File: src/rtl/rfphoenix_ifetch_queue.sv
// rfphoenix_ifetch_queue: fetch-to-decode instruction queue that merges PFX prefix words into the next instruction.
//   clk, rst              : clock, synchronous active-high reset
//   flush                 : drop queued words, held prefix and output bundle
//   fetch_v/insn/pc/rdy   : fetch-side push handshake
//   dec_v/insn/pfx_v/pfx_imm/pc/rdy : registered decode bundle with valid/ready
//   count                 : words held in the circular buffer
module rfphoenix_ifetch_queue #(
    parameter int         DEPTH       = 4,
    parameter int         INSN_W      = 40,
    parameter logic [5:0] PFX_OPC     = 6'h3F,
    parameter int         PFX_IMM_LSB = 24
) (
    input  logic                       clk,
    input  logic                       rst,
    input  logic                       flush,
    input  logic                       fetch_v,
    input  logic [INSN_W-1:0]          fetch_insn,
    input  logic [31:0]                fetch_pc,
    output logic                       fetch_rdy,
    output logic                       dec_v,
    output logic [INSN_W-1:0]          dec_insn,
    output logic                       dec_pfx_v,
    output logic [15:0]                dec_pfx_imm,
    output logic [31:0]                dec_pc,
    input  logic                       dec_rdy,
    output logic [$clog2(DEPTH):0]     count
);
    localparam int AW = $clog2(DEPTH);
    localparam int CW = AW + 1;

    logic [INSN_W-1:0] mem_insn [DEPTH];
    logic [31:0]       mem_pc   [DEPTH];
    logic [AW-1:0]     rd_ptr, wr_ptr;
    logic              pfx_held;
    logic [15:0]       pfx_imm;
    logic [31:0]       pfx_pc;
    logic              push, out_load, pop, head_pfx;
    logic [INSN_W-1:0] head_insn;
    logic [31:0]       head_pc;

    // fetch_rdy looks only at the registered count, so a full queue refuses a push even if it pops that cycle
    assign fetch_rdy = count != CW'(DEPTH);
    assign push      = fetch_v && fetch_rdy && !flush;
    assign out_load  = !dec_v || dec_rdy;
    assign pop       = out_load && count != '0;
    assign head_insn = mem_insn[rd_ptr];
    assign head_pc   = mem_pc[rd_ptr];
    assign head_pfx  = head_insn[5:0] == PFX_OPC;

    always_ff @(posedge clk) begin
        if (push) begin
            mem_insn[wr_ptr] <= fetch_insn;
            mem_pc[wr_ptr]   <= fetch_pc;
        end
    end

    always_ff @(posedge clk) begin
        if (rst || flush) begin
            rd_ptr      <= '0;
            wr_ptr      <= '0;
            count       <= '0;
            pfx_held    <= 1'b0;
            pfx_imm     <= '0;
            pfx_pc      <= '0;
            dec_v       <= 1'b0;
            dec_insn    <= '0;
            dec_pfx_v   <= 1'b0;
            dec_pfx_imm <= '0;
            dec_pc      <= '0;
        end else begin
            if (push)
                wr_ptr <= wr_ptr + AW'(1);
            if (pop)
                rd_ptr <= rd_ptr + AW'(1);
            count <= count + CW'(push) - CW'(pop);
            // a popped prefix leaves a bubble; a later prefix overwrites an earlier one
            if (pop) begin
                pfx_held <= head_pfx;
                if (head_pfx) begin
                    pfx_imm <= head_insn[PFX_IMM_LSB +: 16];
                    pfx_pc  <= head_pc;
                end
            end
            if (out_load) begin
                dec_v       <= pop && !head_pfx;
                dec_pfx_v   <= pop && !head_pfx && pfx_held;
                dec_pfx_imm <= (pop && !head_pfx && pfx_held) ? pfx_imm : 16'h0;
                if (pop && !head_pfx) begin
                    dec_insn <= head_insn;
                    dec_pc   <= pfx_held ? pfx_pc : head_pc;
                end
            end
        end
    end
endmodule

File: config.mk
export PLATFORM = sky130hd
export DESIGN_NAME = rfphoenix_ifetch_queue
export DESIGN_NICKNAME = d
export VERILOG_FILES = /design/src/rtl/rfphoenix_ifetch_queue.sv
export SDC_FILE = /design/constraint.sdc
export NUM_CORES = 1
export LEC_CHECK = 0
export CAP_MARGIN = 20
export CORE_MARGIN = 2
export CORE_UTILIZATION = 46
export CTS_CLUSTER_DIAMETER = 80
export DETAILED_ROUTE_END_ITERATION = 7
export PLACE_DENSITY = 0.78
export REMOVE_ABC_BUFFERS = 1
export SYNTH_ARGS = -nofsm -noshare
export SYNTH_HDL_FRONTEND = slang
export SYNTH_SLANG_ARGS = --single-unit
File: constraint.sdc
create_clock -name clk -period 5.3 [get_ports clk]
set_input_delay 1.06 -clock clk [delete_from_list [all_inputs] [get_ports clk]]
set_output_delay 1.06 -clock clk [all_outputs]
set_load 0.005 [all_outputs]
### Yosys cells after proc, flatten, opt, wreduce, memory -nomap -nowiden

Memories as Yosys holds them, arrays and structs flattened. A register that Yosys moved wholly into a read port is not among the register bits.
Index checks and enable logic that the tools add are counted.
W data, S select, Z words.

| cells by class | value |
|---|---|
| add/subtract/negate cells | 4 |
| equal/unequal tests | 2 |
| mux-type cells | 8 |
| reductions and logical operators | 13 |

Operators by type and width:

| operator | count |
|---|---|
| $mux W32 | 1 |
| $mux W16 | 1 |
| $mux W2 | 4 |
| $eq A6 B6 Y1 const B | 1 |
| $logic_and A1 B1 Y1 | 5 |
| $add A2 B1 Y2 const B | 2 |
| $reduce_and A2 Y1 | 2 |
| $add A3 B1 Y3 | 1 |
| $logic_not A1 Y1 | 3 |
| $ne A3 B3 Y1 const B | 1 |
| $reduce_bool A3 Y1 | 1 |
| $sub A3 B1 Y3 | 1 |
| $logic_or A1 B1 Y1 | 2 |
| $mux W1 | 2 |

| storage, ports and cells | value |
|---|---|
| register bits after elaboration | 146 |
| memory bits (writable) | 288 |
| input port bits | 77 |
| memories kept | 2 |

Memory list:

| name | depth | width | rd ports | clocked after Yosys merged registers in | write ports | RTL line | RTL |
|---|---|---|---|---|---|---|---|
| mem_insn | 4 | 40 | 1 | 1 | 1 | 31 | `logic [INSN_W-1:0] mem_insn [DEPTH];` |
| mem_pc | 4 | 32 | 1 | 1 | 1 | 32 | `logic [31:0] mem_pc [DEPTH];` |

### Depth between registers and ports, before layout

| depth | value |
|---|---|
| depth after elaboration | 6 |
| depth in mapped cells | 13 |
| mapped depth without buffers | 12 |

### Least setup slack after synthesis

Ideal clock, no wire load.

| timing | value |
|---|---|
| kind | input to register |
| from | in fetch_v |
| to | mem mem_insn[0][0] (enable) |
| setup time | 438 ps |
| arrival | 3,033 ps |
| slack | 1,829 ps |
| stages | 3 |
| cell sequence | nand2_1 nor2_1 and2_1 |

| on the way | value |
|---|---|
| cells in the longest elaborated chain, start to end | 4 |

RTL lines:

| item | RTL line | RTL |
|---|---|---|
| from (decl) | 16 | `input logic fetch_v,` |
| $logic_and A1 B1 Y1 (2 in a row) | 43 | `assign push = fetch_v && fetch_rdy && !flush;` |
| $mux W1 | 51 | `if (push) begin` |
| $mux W1 (not written as such) | 52 | `mem_insn[wr_ptr] <= fetch_insn;` |
| to (decl) | 31 |  |

No other way between the ends.

==> metrics.txt <==
outcome=finished clean; Worst Path Arrival=4.29 ns; fin area=20,900 µm²; Area growth, synth to finish=20.0%; initial DRC count=1,040; TritonCTS clock tree=built; vias in the first global route=11.1k; slew margin rel.=27.6%; skew final=0.0156 ns; simple logic cell fraction of the synthesized area=8.40%; crit end category=register; hold buffer count at CTS=0; fmax=260 MHz; actual slew at the worst max-slew pin=1.09 ns; DRC=0; final-report hold violation count=0; largest family of logic cells by synthesized area=multiplexers; Total Wirelength=40.7 mm; Final setup viols=0; num ports=171; synthesized cell area=17,400 µm²; fin crit period=3.84 ns; critical path fanouts, max=68; worst hold path stage count=1; largest net degree at the start of global routing=142; CTS root buf=clkbuf_16; Die X=199 µm; crit share post-route=72.5%; worst vdd ir=0.259 mV; Synth Instances=1,187; fin. max-slew vios=0; grt ovf=0; full die area=39,400 µm²; Synth Register Bits=436; Post-Place Setup Slack=1.19 ns; worst reg-to-reg setup slack=1.46 ns; worst skew pair latency=0.54 ns; Core ar.=37,500 µm²; crit start category=register; total CTS buffers=43; fraction of layout cells with a size suffix above 1=15.9%; critical path type=register to register; WP data required=5.74 ns; via count=11.0k; antenna-violating nets left=0; H-tree depth=2; first-pass iteration count of the detailed router=6; unrepaired setup endpoints after global routing=no; GRT Total Usage=20.9%; number of nets in the final layout=1,394; first-pass GRT wire length=63.0 mm; adder-cell area share of the yosys netlist=0.546%; number of setup buffers added after CTS=0; std cell rows=71; Placed Cells=1,776; Mapped Avg Cell Area=14.7 µm²; pwr dens=429 nW/µm²; routed len/inst=21.9 µm; Seq/Total Area, Yosys=66.6%; DP Area=19,500 µm²; Ys Warns=0; XOR/XNOR Fraction of Synth Area=0.251%; Final Total Pwr=8970 µW; CTS sink cnt=436; non-filler cells, final=1,857; antenna violations before repair=5; fill count=2,963; mux cell area share after synthesis=12.4%; Die Y=199 µm; post-synth cell types=37; Reg clk slew, reported paths=0.06 ns; Clock Path Buffers=3; fin worst setup slack=1.46 ns; IO Port Bufs=170; worst min-delay path class=register to register; worst r2r path cells=6; Lkg Pwr=0.00652 µW; max_cap viols=0; post-CTS sizing=0; complex-gate fraction of the synthesized area=8.60%; routability-driven placement congestion ratio=0.753; vias per cell=5.94; starting density of the core=46.5%; Detail Placement HPWL=23.6 mm
## path summary, 6_finish.rpt
check	end	from
min reg2reg	dec_pfx_v	dec_pfx_v
max reg2reg	pfx_pc[27]	register
min	dec_pfx_v	dec_pfx_v
max	pfx_pc[27]	register
## cell usage after synthesis
cell	n	area, µm²
a22o_1	16	140
a311o_1	18	180
and2_1	6	37.5
buf_6	4	45.0
edfxtp_1	288	8650
inv_2	1	3.75
xor2_1	2	17.5
o221a_2	2	22.5
a21o_1	1	7.51
clkbuf_1	66	248
nand4_1	74	463
nand3_1	57	285
and4_4	1	11.3
o211ai_1	112	841
mux4_2	72	1620
xnor2_1	3	26.3
or3_1	33	206
ha_1	6	75.1
dfxtp_1	148	2960
nand4_2	1	12.5
inv_1	7	26.3
or3b_2	1	8.76
a21oi_4	1	16.3
o21ai_0	51	255
buf_2	33	165
mux2_2	32	360
a21oi_1	7	35.0
buf_1	6	22.5
or2_2	1	6.26
nand2b_1	1	6.26
buf_4	3	22.5
buf_8	1	15.0
nand2_1	85	319
and3_1	1	6.26
fa_1	1	20.0
mux2i_1	18	180
nor2_1	27	101
## metal layers
metal | wire [µm] | vias to the layer above | part of all wire, % | GRT usage (%)
li1 | - | 4964 | - | -
met1 | 16700 | 5541 | 41 | 27.3
met2 | 19600 | 440 | 48 | 34.2
met3 | 3210 | 90 | 7.9 | 4.63
met4 | 1220 | 4 | 3.0 | 7.77
met5 | 23 | - | 0.056 | 0
## stage by stage
step | utilization, % | setup TNS, ns | hold WS (ns)
finish | 55.8 | 0 | 0.465
global route | 55.8 | 0 | 0.487
CTS | 55.8 | 0 | 0.467
detailed placement | 51.9 | 0 | 0.451
global placement | 51.9 | 0 | 0.438
floorplan | - | -524.04 | 0.442
## where the power goes
part | internal [µW] | total [µW] | switching (µW)
combinational | 785 | 1870 | 1080
clock | 1820 | 3090 | 1270
sequential | 3860 | 4010 | 154
## state kept, by name (all words and copies together) (netlist names), named ones only
signal / count
count: 3
dec_v: 1
pfx_imm: 16
dec_pfx_imm: 16
mem_pc: 128
mem_insn: 160
dec_pfx_v: 1
wr_ptr: 2
pfx_pc: 32
pfx_held: 1
dec_pc: 32
dec_insn: 40
rd_ptr: 2
## layout by cell type (no fill, tap or decap), types with 18 or more instances in the layout
master,n
a311o_1,18
buf_4,20
clkbuf_16,43
clkdlybuf4s50_1,170
dfxtp_1,145
edfxtp_1,288
mux2_2,32
mux2i_1,18
mux4_2,72
nand2_1,83
nand3_1,56
nand4_1,74
nor2_1,26
o211ai_1,112
o21ai_0,51
or3_1,33
## cells by family after synthesis
kind of cell	Yosys count
XOR/XNOR	5
AO/OA/AOI/OAI	208
flip-flops	436
AND/OR/NAND/NOR	288
adder cells (fa/ha/maj)	7
multiplexers	122
buffers and inverters	121
## worst max-delay path, stage by stage, from the launching register on
cell	delay [ns]
dfxtp_4	0.38
buf_4	0.83
mux4_2	0.45
and4_4	0.71
nand3_2	0.73
buf_4	0.42
o21ai_0	0.19
## layout make-up
type	instances	area, µm²	share of cell area (%)
diodes	3	7.51	0.0359
clock buffers	54	1180	5.63
clock inverters	24	254	1.21
inverters	8	30.0	0.144
multi-input cells	630	5310	25.4
flip-flops and latches	436	11600	55.6
well taps	511	639	3.06
repair buffers	191	1870	8.95
No activity file was read; power rests on OpenSTA's default activity.
